===== config.mk =====
export PLATFORM = sky130hd
export DESIGN_NAME = oqpsk_mod
export DESIGN_NICKNAME = d
export VERILOG_FILES = /design/src/rtl/oqpsk_mod.sv
export SDC_FILE = /design/constraint.sdc
export NUM_CORES = 1
export LEC_CHECK = 0
export CORE_MARGIN = 3
export CORE_UTILIZATION = 30
export CTS_CLUSTER_DIAMETER = 80
export DETAILED_ROUTE_END_ITERATION = 8
export SYNTH_ARGS = -nofsm -noshare
export SYNTH_HDL_FRONTEND = slang
export SYNTH_SLANG_ARGS = --single-unit

===== constraint.sdc =====
create_clock -name clk -period 5 [get_ports clk]
set_input_delay 0.75 -clock clk [delete_from_list [all_inputs] [get_ports clk]]
set_output_delay 0.75 -clock clk [all_outputs]
set_load 0.01 [all_outputs]

===== src/rtl/oqpsk_mod.sv =====
// oqpsk_mod: O-QPSK modulator producing half-sine shaped I/Q baseband samples.
// Chip pairs enter through a one-entry holding register; Q lags I by one chip
// (half an I symbol). Optional build macro OQPSK_DBG_EN adds the burst_cnt
// output, an 8-bit wrapping count of completed bursts.
module oqpsk_mod #(
  parameter int SPS   = 8,
  parameter int DIV   = 4,
  parameter int WIDTH = 5,
  parameter int AMP   = 15
) (
  input  logic                    clk,
  input  logic                    resetn,
  input  logic [1:0]              chip_pair,
  input  logic                    validation,
  output logic                    pret,
  output logic signed [WIDTH-1:0] i_out,
  output logic signed [WIDTH-1:0] q_out,
  output logic                    sample_valid
`ifdef OQPSK_DBG_EN
  ,
  output logic [7:0]              burst_cnt
`endif
);

  localparam int PW = (SPS > 1) ? $clog2(SPS) : 1;
  localparam int DW = (DIV > 1) ? $clog2(DIV) : 1;
  localparam logic [PW-1:0] HALF     = PW'(SPS / 2);
  localparam logic [PW-1:0] PH_LAST  = PW'(SPS - 1);
  localparam logic [DW-1:0] DIV_LAST = DW'(DIV - 1);

  typedef enum logic [1:0] {
    S_IDLE  = 2'd0,
    S_RUN   = 2'd1,
    S_FLUSH = 2'd2
  } state_e;

  // Elaboration-time half-sine: round(AMP*sin(pi*k/SPS)) via a Taylor series
  // folded into [0, pi/2].
  function automatic int lut_val(input int k);
    real x;
    real x2;
    real s;
    x = 3.14159265358979 * real'(k) / real'(SPS);
    if (x > 1.5707963267949) x = 3.14159265358979 - x;
    x2 = x * x;
    s = x * (1.0 - x2 / 6.0 * (1.0 - x2 / 20.0 * (1.0 - x2 / 42.0 *
        (1.0 - x2 / 72.0 * (1.0 - x2 / 110.0)))));
    return int'(real'(AMP) * s);
  endfunction

  logic signed [WIDTH-1:0] lut [SPS];
  for (genvar k = 0; k < SPS; k++) begin : g_lut
    assign lut[k] = WIDTH'(lut_val(k));
  end

  state_e                  state_q, state_d;
  logic                    hold_full_q, hold_full_d;
  logic [1:0]              hold_data_q, hold_data_d;
  logic [DW-1:0]           div_q, div_d;
  logic [PW-1:0]           phase_q, phase_d;
  logic                    i_chip_q, i_chip_d;
  logic                    pend_chip_q, pend_chip_d;
  logic                    q_chip_q, q_chip_d;
  logic                    i_active_q, i_active_d;
  logic                    q_active_q, q_active_d;
  logic signed [WIDTH-1:0] i_out_q, i_out_d;
  logic signed [WIDTH-1:0] q_out_q, q_out_d;
  logic                    sample_valid_q, sample_valid_d;
  logic                    tick;
  logic                    consume;
  logic                    accept;
  logic [PW-1:0]           q_idx;

  // Handshake: a pair transfers on a rising edge where validation=1 and
  // pret=1; pret is simply "holding register empty". Offers made while pret=0
  // are ignored, and a consume at a tick frees the register for the next edge.
  assign pret   = ~hold_full_q;
  assign accept = validation & ~hold_full_q;
  assign q_idx  = (phase_q >= HALF) ? (phase_q - HALF) : (phase_q + HALF);

  // Next-state, tick scheduling, chip loading and sample computation.
  always_comb begin
    state_d        = state_q;
    hold_full_d    = hold_full_q;
    hold_data_d    = hold_data_q;
    div_d          = div_q;
    phase_d        = phase_q;
    i_chip_d       = i_chip_q;
    pend_chip_d    = pend_chip_q;
    q_chip_d       = q_chip_q;
    i_active_d     = i_active_q;
    q_active_d     = q_active_q;
    i_out_d        = i_out_q;
    q_out_d        = q_out_q;
    sample_valid_d = 1'b0;
    tick           = 1'b0;
    consume        = 1'b0;
    case (state_q)
      S_IDLE: begin
        div_d   = '0;
        phase_d = '0;
        if (hold_full_q) state_d = S_RUN;
      end
      default: begin
        tick  = (div_q == '0);
        div_d = (div_q == DIV_LAST) ? '0 : div_q + DW'(1);
        if (tick) begin
          sample_valid_d = 1'b1;
          phase_d = (phase_q == PH_LAST) ? '0 : phase_q + PW'(1);
          // Start of an I symbol: take the next pair, or underrun into FLUSH.
          if (state_q == S_RUN && phase_q == '0) begin
            if (hold_full_q) begin
              i_chip_d    = hold_data_q[1];
              pend_chip_d = hold_data_q[0];
              i_active_d  = 1'b1;
              consume     = 1'b1;
            end else begin
              i_active_d = 1'b0;
              state_d    = S_FLUSH;
            end
          end
          // Mid-symbol: Q picks up the chip paired with the current I chip.
          if (phase_q == HALF) begin
            q_chip_d = pend_chip_q;
            if (state_q == S_RUN) begin
              q_active_d = 1'b1;
            end else begin
              q_active_d     = 1'b0;
              state_d        = S_IDLE;
              sample_valid_d = 1'b0;
              phase_d        = '0;
              div_d          = '0;
            end
          end
          i_out_d = i_active_d ? (i_chip_d ? lut[phase_q] : -lut[phase_q]) : '0;
          q_out_d = q_active_d ? (q_chip_d ? lut[q_idx] : -lut[q_idx]) : '0;
        end
      end
    endcase
    if (consume) begin
      hold_full_d = 1'b0;
    end else if (accept) begin
      hold_full_d = 1'b1;
      hold_data_d = chip_pair;
    end
  end

  // State and datapath registers.
  always_ff @(posedge clk or negedge resetn) begin
    if (!resetn) begin
      state_q        <= S_IDLE;
      hold_full_q    <= 1'b0;
      hold_data_q    <= 2'b00;
      div_q          <= '0;
      phase_q        <= '0;
      i_chip_q       <= 1'b0;
      pend_chip_q    <= 1'b0;
      q_chip_q       <= 1'b0;
      i_active_q     <= 1'b0;
      q_active_q     <= 1'b0;
      i_out_q        <= '0;
      q_out_q        <= '0;
      sample_valid_q <= 1'b0;
    end else begin
      state_q        <= state_d;
      hold_full_q    <= hold_full_d;
      hold_data_q    <= hold_data_d;
      div_q          <= div_d;
      phase_q        <= phase_d;
      i_chip_q       <= i_chip_d;
      pend_chip_q    <= pend_chip_d;
      q_chip_q       <= q_chip_d;
      i_active_q     <= i_active_d;
      q_active_q     <= q_active_d;
      i_out_q        <= i_out_d;
      q_out_q        <= q_out_d;
      sample_valid_q <= sample_valid_d;
    end
  end

  assign i_out        = i_out_q;
  assign q_out        = q_out_q;
  assign sample_valid = sample_valid_q;

`ifdef OQPSK_DBG_EN
  logic [7:0] burst_cnt_q, burst_cnt_d;

  // Count completed bursts (FLUSH -> IDLE), wrapping at 8 bits.
  always_comb begin
    burst_cnt_d = burst_cnt_q;
    if (state_q == S_FLUSH && state_d == S_IDLE) burst_cnt_d = burst_cnt_q + 8'd1;
  end

  // Burst counter register.
  always_ff @(posedge clk or negedge resetn) begin
    if (!resetn) burst_cnt_q <= 8'd0;
    else         burst_cnt_q <= burst_cnt_d;
  end

  assign burst_cnt = burst_cnt_q;
`endif

endmodule

==> results of run 1 <==
## metrics by stage
step	setup WS [ps]	hold slack [ps]
3_3_place_gp	2910	461
4_1_cts	2850	492
5_1_grt	2670	507
2_1_floorplan	3090	447
3_5_place_dp	2850	471
6_report	2850	480
## sequential cells by signal, indices dropped and copies added (netlist names)
signal	cells
i_out	5
q_out	5
phase_q	3
div_q	2
hold_data_q	2
state_q	2
hold_full_q	1
i_active_q	1
i_chip_q	1
pend_chip_q	1
q_active_q	1
q_chip_q	1
sample_valid	1
## worst max-delay path, cell delays in order, from the launching register on
cell and delay [ps]:
dfrtp_1 460, inv_1 210, ha_1 380, nand2b_1 220, nor2b_1 200, ha_1 180, inv_1 60, and2_1 130
xnor2_1 110, o21ai_0 90
## worst max path at each step
stage,startpoint,to,slack (ps),cells past startpoint
after floorplan,phase_q[0],i_out[1],3090,8
after global placement,phase_q[0],i_out[1],2910,7
after detailed placement,resetn,hold_data_q[0],2850,1
after CTS,phase_q[0],q_out[2],2850,9
after global routing,phase_q[0],q_out[2],2670,9
final,phase_q[0],q_out[2],2850,9
## layout make-up
class / count / area [um^2] / area share, %
clock buffers: 3 / 41.3 / 2.50
clock inverters: 1 / 30.0 / 1.82
inverters: 7 / 26.3 / 1.59
multi-input cells: 104 / 678 / 41.1
flip-flops and latches: 26 / 651 / 39.4
well taps: 52 / 65.1 / 3.94
repair buffers: 16 / 160 / 9.70
## power groups by stage
stage / Sequential, mW / Clock [mW] / Combinational [mW]
after floorplan: 0.364 / 0 / 0.410
after global placement: 0.384 / 0 / 0.530
after detailed placement: 0.393 / 0 / 0.545
after CTS: 0.388 / 0.179 / 0.551
after global routing: 0.401 / 0.184 / 0.625
final: 0.387 / 0.174 / 0.544
## per-layer routing
layer,track usage (%),wire length [um],vias to the layer above
li1,-,-,529
met2,19.3,1320,21
met4,5.23,82,0
met5,0,0,-
met3,1.89,117,7
met1,13.1,1250,504
## cells in the final DEF (no fill, tap or decap), types with 3 or more instances in the layout
cell / instances
nand3_1: 5
nor2b_1: 4
o21ai_0: 15
mux2i_1: 3
ha_1: 9
o31ai_1: 3
nand2b_1: 3
clkbuf_8: 3
xnor2_1: 3
mux2_2: 4
a21oi_1: 4
inv_1: 7
clkdlybuf4s50_1: 16
nand2_1: 24
dfrtp_1: 26
nor2_1: 4
## cells by family after synthesis
logic type / count (synthesis) / share of synthesized area [%]
buf+inv: 14 / 4.50
fa+ha+maj: 9 / 8.09
xor+xnor: 3 / 1.89
flops: 26 / 46.8
mux: 7 / 5.40
compound gates: 37 / 16.8
simple gates: 48 / 16.5
==> impl_metrics.py, run 1 <==
metrics = {
    "run_status": {
        "outcome": "complete, no violations",
    },
    "logic_synthesis": {
        "synth.area.top_cells": "dfrtp_1 (47%), ha_1 (8.1%), nand2_1 (6.5%), o21ai_0 (5.4%), mux2_2 (3.2%)",
        "ys_warn_count": 0,
        "ys_seq_area_share_pct": 46.8,
        "synth_top_cell_by_area": "dfrtp_1",
        "syn_inst": 144,
        "synth_common_cells": "dfrtp_1 (26), nand2_1 (24), o21ai_0 (15), ha_1 (9), inv_1 (7)",
        "async_reset_ff_share_pct": 100,
        "synth.avg_cell_area_um2": 9.66,
        "ys_ff_latch": 26,
        "syn_nets": 158,
        "synth_cell_types": 35,
        "synth_edf_count": 0,
        "netlist_area_um2": 1390,
        "ys.flop_type": "dfrtp_1",
        "yosysTopAreaCellShare_pct": 46.8,
        "yosysMostFrequentCell": "dfrtp_1",
    },
    "floorplan": {
        "pin_count": 17,
        "dieArea_um2": 5490,
        "die_x_um": 74.1,
        "start_util_pct": 31.5,
        "die_h_um": 74.1,
        "rows": 24,
        "fp.coreArea_um2": 4410,
    },
    "power": {
        "seqPwrFrac_pct": 35.0,
        "clockPowerShare_pct": 15.8,
        "power_mw": 1.10,
        "powerDensity_nw_per_um2": 669,
        "intPower_mw": 0.662,
        "vdd_drop_max_mv": 0.169,
        "p_leak_nw": 0.745,
        "swShare_pct": 40.1,
        "pwr-share-comb_pct": 49.2,
        "switchingPower_mw": 0.443,
    },
    "finish": {
        "stdcell_count": 209,
        "diodes": 0,
        "area_growth_pct": 18.7,
        "fin_area_um2": 1650,
        "num-fill-cells": 433,
        "nets": 172,
        "final_util_pct": 37.4,
        "drive_above_1_share_pct": 5.73,
    },
    "timing": {
        "fin_crit_sh_pct": 43.1,
        "grt_setup_unrepaired": "no",
        "period_needed_ps": 2150,
        "tightest_slew_ps": 1120,
        "finalClockSkew_ps": 5.72,
        "slew_headroom_pct": 25.3,
        "finalHoldViolCount": 0,
        "setup_viol_count_final": 0,
        "fmax_mhz": 464,
        "maxSlewViolCount": 0,
        "setup_tns_ps": 0,
    },
    "drt": {
        "drc": 0,
        "vias": 1061,
        "vias_per_cell": 5.08,
        "wl_per_cell_um": 13.2,
        "postRouteAntennaNets": 0,
        "dr.pass1.iters": 4,
        "wl_mm": 2.77,
        "drt_iter0_drc": 65,
    },
    "global_routing": {
        "grt_remaining_overflow": 0,
        "grt_max_degree": 27,
        "track_usage_pct": 11.1,
        "grt_pass1_vias": 1068,
        "grt_pass1_wl_mm": 4.75,
        "antenna_found_initial": 0,
    },
    "place": {
        "dpl.hpwl_mm": 2.03,
        "dpl-instance-area_um2": 1580,
        "io_buffers": 16,
        "placed_cells": 205,
        "gp_congestion": 0.869,
    },
    "clock_tree": {
        "post_cts_buffers": 0,
        "cts.sinks": 26,
        "max-clock-path-buffers": 2,
        "hold_buffers": 0,
        "worstSkewPairLatency_ps": 270,
        "cts_made_buffers": 3,
        "htree_num_levels": 1,
        "clk_pin_slew_worst_paths_ps": 80,
        "ctsResizeCount": 0,
        "cts_tree": "done",
        "cts_root_buffer": "clkbuf_8",
    },
    "worst_hold_path": {
        "hp-class": "reg2reg",
        "holdPathEnd": "q_out[0]",
        "min_path_cells": 2,
        "hold_start": "q_out[0]",
    },
    "flow_run": {
        "drv_cap": 0,
    },
    "worst_setup_path": {
        "worstPathArrival_ps": 2310,
        "crit_required_ps": 5150,
        "crit_path_start_kind": "register",
        "cp_max_fo": 9,
        "worst-setup-path-type": "reg2reg",
        "rr_worst_depth": 9,
        "r2r-start": "phase_q[0]",
        "r2r-end": "q_out[2]",
        "crit_path_end_kind": "register",
        "reg2reg_slack_ps": 2850,
    },
}
Power figures use the tool's default switching activity.
==> run 2, diff against run 1 <==
==> constraint.sdc (replaced) <==
create_clock -name clk -period 1.95 [get_ports clk]
set_input_delay 0.2925 -clock clk [delete_from_list [all_inputs] [get_ports clk]]
set_output_delay 0.2925 -clock clk [all_outputs]
set_load 0.01 [all_outputs]
==> impl_metrics.py, run 2 (same netlist as run 1, synthesis figures left out) <==
metrics = {
    "clock_tree": {
        "clk_pin_slew_worst_paths_ps": 90,
        "cts_root_buffer": "clkbuf_8",
        "worstSkewPairLatency_ps": 270,
        "max-clock-path-buffers": 2,
        "cts_made_buffers": 3,
        "cts.sinks": 26,
        "cts_tree": "done",
        "hold_buffers": 0,
        "htree_num_levels": 1,
    },
    "floorplan": {
        "start_util_pct": 31.5,
        "fp.coreArea_um2": 4410,
        "dieArea_um2": 5490,
        "rows": 24,
        "pin_count": 17,
        "die_x_um": 74.1,
        "die_h_um": 74.1,
    },
    "worst_setup_path": {
        "cpPeakStageDelay_ps": 430,
        "cp_num_buf_inv": 1,
        "crit_required_ps": 2170,
        "critical_path.cell_chain": "inv_1 -> ha_4 -> and4bb_1 -> and3_1 -> a21o_1 -> o31ai_2 -> a32o_1",
        "worstPathArrival_ps": 2010,
        "cpMaxStageDelayCell": "dfrtp_2",
        "cp_max_fo": 7,
        "crit_family": "compound AO/OA/AOI/OAI gates",
        "crit_path_end_kind": "register",
        "worst-setup-path-type": "reg2reg",
        "crit_path_start_kind": "register",
    },
    "finish": {
        "stdcell_count": 219,
        "area_growth_pct": 25.1,
        "diodes": 0,
        "num-fill-cells": 445,
        "final_util_pct": 39.4,
        "final_common_cell": "dfrtp_1",
        "drive_above_1_share_pct": 13.2,
        "nets": 182,
        "layout_common_cells": "dfrtp_1 (25), nand2_1 (24), clkdlybuf4s50_1 (16)",
    },
    "timing": {
        "grt_setup_unrepaired": "no",
        "setup_tns_ps": 0,
        "slew_headroom_pct": 64.6,
        "maxSlewViolCount": 0,
        "period_needed_ps": 1800,
        "finalHoldViolCount": 0,
        "whs_ps": 384,
        "fin_crit_sh_pct": 92.1,
        "setup_viol_count_final": 0,
        "fmax_mhz": 557,
        "tightest_slew_ps": 517,
        "finalClockSkew_ps": 4.72,
    },
    "power": {
        "p_leak_nw": 0.792,
        "vdd_drop_max_mv": 0.525,
        "powerDensity_nw_per_um2": 1730,
    },
    "drt": {
        "postRouteAntennaNets": 0,
        "vias_per_cell": 5.11,
        "wl_mm": 2.89,
        "dr.pass1.iters": 4,
        "vias": 1120,
        "drc": 0,
        "wl_per_cell_um": 13.2,
        "drt_iter0_drc": 66,
    },
    "place": {
        "placed_cells": 214,
        "gp_congestion": 0.858,
        "dpl.hpwl_mm": 2.14,
        "io_buffers": 16,
    },
    "worst_hold_path": {
        "hp-class": "in2async",
    },
    "global_routing": {
        "grt_pass1_wl_mm": 5.04,
        "grt_remaining_overflow": 0,
        "grt_max_degree": 27,
        "track_usage_pct": 11.6,
        "antenna_found_initial": 0,
        "grt_pass1_vias": 1102,
    },
    "flow_run": {
        "drv_cap": 0,
    },
    "run_status": {
        "outcome": "complete, no violations",
    },
}
[run 2: cell count changes in the layout (fill, tap and decap cells not counted)]
cell	previous run	this run
buf_4	0	10
dfrtp_1	26	25
dfrtp_2	0	1
ha_1	9	8
ha_4	0	1
inv_1	7	6
inv_2	0	1
[run 2: metrics by stage]
step | instance area, um^2 | power [mW] | setup slack, ps
3_5_place_dp | 1650 | 2.53 | 49.4
3_3_place_gp | 1650 | 2.48 | 143
5_1_grt | 1740 | 3.29 | 32.1
2_1_floorplan | 1390 | 1.99 | 43.8
4_1_cts | 1720 | 3.00 | 14.6
6_report | 1740 | 3.00 | 153
[run 2: area by class of cell]
| class | instances | area, um^2 | area share (%) |
|---|---|---|---|
| clock buffers | 3 | 41.3 | 2.37 |
| flip-flops and latches | 26 | 652 | 37.5 |
| repair buffers | 26 | 235 | 13.5 |
| multi-input cells | 104 | 691 | 39.7 |
| well taps | 52 | 65.1 | 3.74 |
| inverters | 7 | 26.3 | 1.51 |
| clock inverters | 1 | 30.0 | 1.73 |
[run 2: path summary, 6_finish.rpt]
check / start / end / slack (ps) / depth (start not counted)
worst max-delay path: phase_q[1] / i_out[1] / 150 / 7
worst min-delay path: resetn / i_out[0] / 380 / 2
worst max register to register: phase_q[1] / i_out[1] / 150 / 7
worst min register to register: q_out[2] / q_out[2] / 480 / 2
max in group asynchronous: resetn / phase_q[1] / 1300 / 2
min in group clk: q_out[2] / q_out[2] / 480 / 2
[run 2: worst reg2reg max path, stage by stage, from the launching register on]
cell and delay, ps:
dfrtp_2 430, inv_1 100, ha_4 180, and4bb_1 220, and3_1 200, a21o_1 200
o31ai_2 220, a32o_1 190
[run 2: power by group]
| group | internal [mW] | total, mW | switching, mW |
|---|---|---|---|
| clock network | 0.275 | 0.448 | 0.174 |
| logic | 0.785 | 1.61 | 0.829 |
| registers | 0.764 | 0.942 | 0.178 |
| total | 1.82 | 3.00 | 1.18 |
[run 2: what timing repair did]
action | CTS | global route
gates resized for setup | 1 | 3
pin swaps | 0 | 1
gates cloned | 0 | 0
setup endpoints to repair | 1 | 5
buffers inserted | 0 | 1
[run 2: per-layer routing]
| layer | vias up | global-route usage (%) | wire length [um] | share of wire (%) |
|---|---|---|---|---|
| met5 | - | 0 | 0 | 0 |
| met4 | 0 | 5.63 | 91 | 3.2 |
| met3 | 8 | 1.89 | 103 | 3.6 |
| met2 | 26 | 18.7 | 1350 | 47 |
| met1 | 537 | 15.2 | 1340 | 47 |
| li1 | 549 | - | - | - |
==> run 3, diff against run 2 <==
--- a/config.mk
+++ b/config.mk
@@ -5,6 +5,7 @@
 export SDC_FILE = /design/constraint.sdc
 export NUM_CORES = 1
 export LEC_CHECK = 0
+export ABC_AREA = 1
 export CORE_MARGIN = 3
 export CORE_UTILIZATION = 30
 export CTS_CLUSTER_DIAMETER = 80
==> impl_metrics.py, run 3 <==
metrics = {
    "power": {
        "vdd_drop_max_mv": 0.689,
        "intPower_mw": 1.58,
        "seqPwrFrac_pct": 31.1,
        "powerDensity_nw_per_um2": 1590,
        "pwr-share-comb_pct": 56.7,
        "p_leak_nw": 0.894,
        "switchingPower_mw": 1.31,
        "clockPowerShare_pct": 12.2,
        "swShare_pct": 45.4,
    },
    "worst_setup_path": {
        "r2r-end": "q_out[1]",
        "rr_worst_depth": 8,
        "setup.worst_path.end": "q_out[1]",
        "crit_required_ps": 2120,
        "crit_start": "phase_q[0]",
        "worst-setup-path-type": "reg2reg",
        "cp_max_fo": 6,
        "r2r-start": "phase_q[0]",
        "crit_path_start_kind": "register",
        "reg2reg_slack_ps": 220,
        "worstPathArrival_ps": 1900,
        "crit_path_end_kind": "register",
    },
    "floorplan": {
        "fp.coreArea_um2": 4820,
        "rows": 25,
        "start_util_pct": 31.5,
        "die_x_um": 77.1,
        "pin_count": 17,
        "die_h_um": 77.1,
        "dieArea_um2": 5940,
    },
    "logic_synthesis": {
        "ys_ff_latch": 26,
        "yosysTopAreaCellShare_pct": 42.9,
        "synth_top_cell_by_area": "dfrtp_1",
        "synth_common_cells": "nand2_1 (49), dfrtp_1 (26), inv_1 (15), nand3_1 (12)",
        "synth.area.top_cells": "dfrtp_1 (43%), nand2_1 (12%), ha_1 (7.4%), nand3_1 (4.0%), inv_1 (3.7%)",
        "syn_nets": 194,
        "synth_cell_types": 27,
        "synth_edf_count": 0,
        "async_reset_ff_share_pct": 100,
        "ys.flop_type": "dfrtp_1",
        "synth.avg_cell_area_um2": 8.42,
        "yosysMostFrequentCell": "nand2_1",
        "ys_seq_area_share_pct": 42.9,
        "ys_warn_count": 0,
        "netlist_area_um2": 1520,
        "syn_inst": 180,
    },
    "global_routing": {
        "grt_max_degree": 27,
        "grt_remaining_overflow": 0,
        "antenna_found_initial": 0,
        "grt_pass1_wl_mm": 5.26,
        "track_usage_pct": 11.0,
        "grt_pass1_vias": 1177,
    },
    "finish": {
        "diodes": 0,
        "final_common_cell": "nand2_1",
        "num-fill-cells": 498,
        "nets": 215,
        "layout_common_cells": "nand2_1 (49), dfrtp_1 (26), clkdlybuf4s50_1 (16)",
        "area_growth_pct": 19.8,
        "drive_above_1_share_pct": 18.5,
        "final_util_pct": 37.7,
    },
    "drt": {
        "vias": 1147,
        "wl_mm": 2.96,
        "vias_per_cell": 4.30,
        "drc": 0,
        "postRouteAntennaNets": 0,
        "wl_per_cell_um": 11.1,
        "dr.pass1.iters": 4,
        "drt_iter0_drc": 64,
    },
    "clock_tree": {
        "cts_made_buffers": 3,
        "max-clock-path-buffers": 2,
        "cts_tree": "done",
        "htree_num_levels": 1,
        "cts_root_buffer": "clkbuf_8",
        "clk_pin_slew_worst_paths_ps": 90,
        "worstSkewPairLatency_ps": 270,
        "cts.sinks": 26,
    },
    "timing": {
        "period_needed_ps": 1730,
        "finalHoldViolCount": 0,
        "grt_setup_unrepaired": "no",
        "tightest_slew_ps": 481,
        "fin_crit_sh_pct": 88.5,
        "setup_viol_count_final": 0,
        "fmax_mhz": 579,
        "maxSlewViolCount": 0,
        "setup_tns_ps": 0,
        "finalClockSkew_ps": 6.29,
        "slew_headroom_pct": 67.9,
    },
    "worst_hold_path": {
        "hp-class": "in2async",
    },
    "flow_run": {
        "drv_cap": 0,
    },
    "place": {
        "gp_congestion": 0.921,
        "dpl.hpwl_mm": 2.21,
        "io_buffers": 16,
    },
    "run_status": {
        "outcome": "complete, no violations",
    },
}
==> run 3: what timing repair did <==
item | CTS | global route
resized for setup | 0 | 1
buffers inserted | 0 | 0
hold buffers | 0 | 0
endpoints found under the setup margin | 0 | 1
==> run 3: cell type report <==
type / instances / area [um^2] / area share, %
Multi-Input combinational cell: 127 / 748 / 41.2
Sequential cell: 26 / 651 / 35.8
Timing Repair Buffer: 18 / 175 / 9.64
Inverter: 25 / 104 / 5.72
Tap cell: 67 / 83.8 / 4.61
Clock buffer: 4 / 55.1 / 3.03
==> run 3: worst max-delay path: stages, from the launching register on <==
cell	delay [ps]
dfrtp_1	420
inv_1	80
buf_4	160
ha_1	250
nor2_1	170
ha_1	250
nand2_1	70
nand2_1	40
a22o_1	180
==> run 3: worst min-delay path by stage <==
stage | slack [ps] | end
finish | 380 | q_out[4]
global placement | 460 | i_out[2]
detailed placement | 470 | q_out[4]
floorplan | -3 | div_q[0]
global route | 400 | q_out[4]
CTS | 410 | phase_q[2]
==> run 3: kinds of logic after synthesis <==
kind of cell | share of synthesized area [%]
AND/OR/NAND/NOR | 29.6
AO/OA/AOI/OAI | 12.1
buffers and inverters | 7.92
flip-flops | 42.9
adder cells (fa/ha/maj) | 7.43
==> run 3: through the flow <==
step / instances / cell area [um^2] / setup slack [ps] / power (mW) / hold slack, ps
finish: 267 / 1820 / 224 / 2.89 / 385
global route: 267 / 1820 / 39.0 / 3.19 / 404
CTS: 267 / 1810 / 191 / 2.91 / 405
detailed placement: 263 / 1760 / 199 / 2.55 / 466
global placement: 263 / 1760 / 242 / 2.52 / 462
floorplan: 180 / 1520 / 235 / 2.11 / -3.09
==> run 3: metal layers <==
| layer | track usage (%) | vias to the layer above | part of all wire, % |
|---|---|---|---|
| met2 | 18.4 | 17 | 46 |
| met3 | 2.58 | 4 | 3.2 |
| met5 | 0 | - | 0 |
| met1 | 14.2 | 510 | 50 |
| li1 | - | 616 | - |
| met4 | 2.85 | 0 | 0.71 |
==> run 3: power groups by stage <==
stage | logic (mW) | registers, mW | clock network [mW]
after floorplan | 1.20 | 0.915 | 0
after global placement | 1.61 | 0.909 | 0
after detailed placement | 1.64 | 0.913 | 0
after CTS | 1.64 | 0.903 | 0.366
after global routing | 1.87 | 0.933 | 0.389
final | 1.64 | 0.899 | 0.352
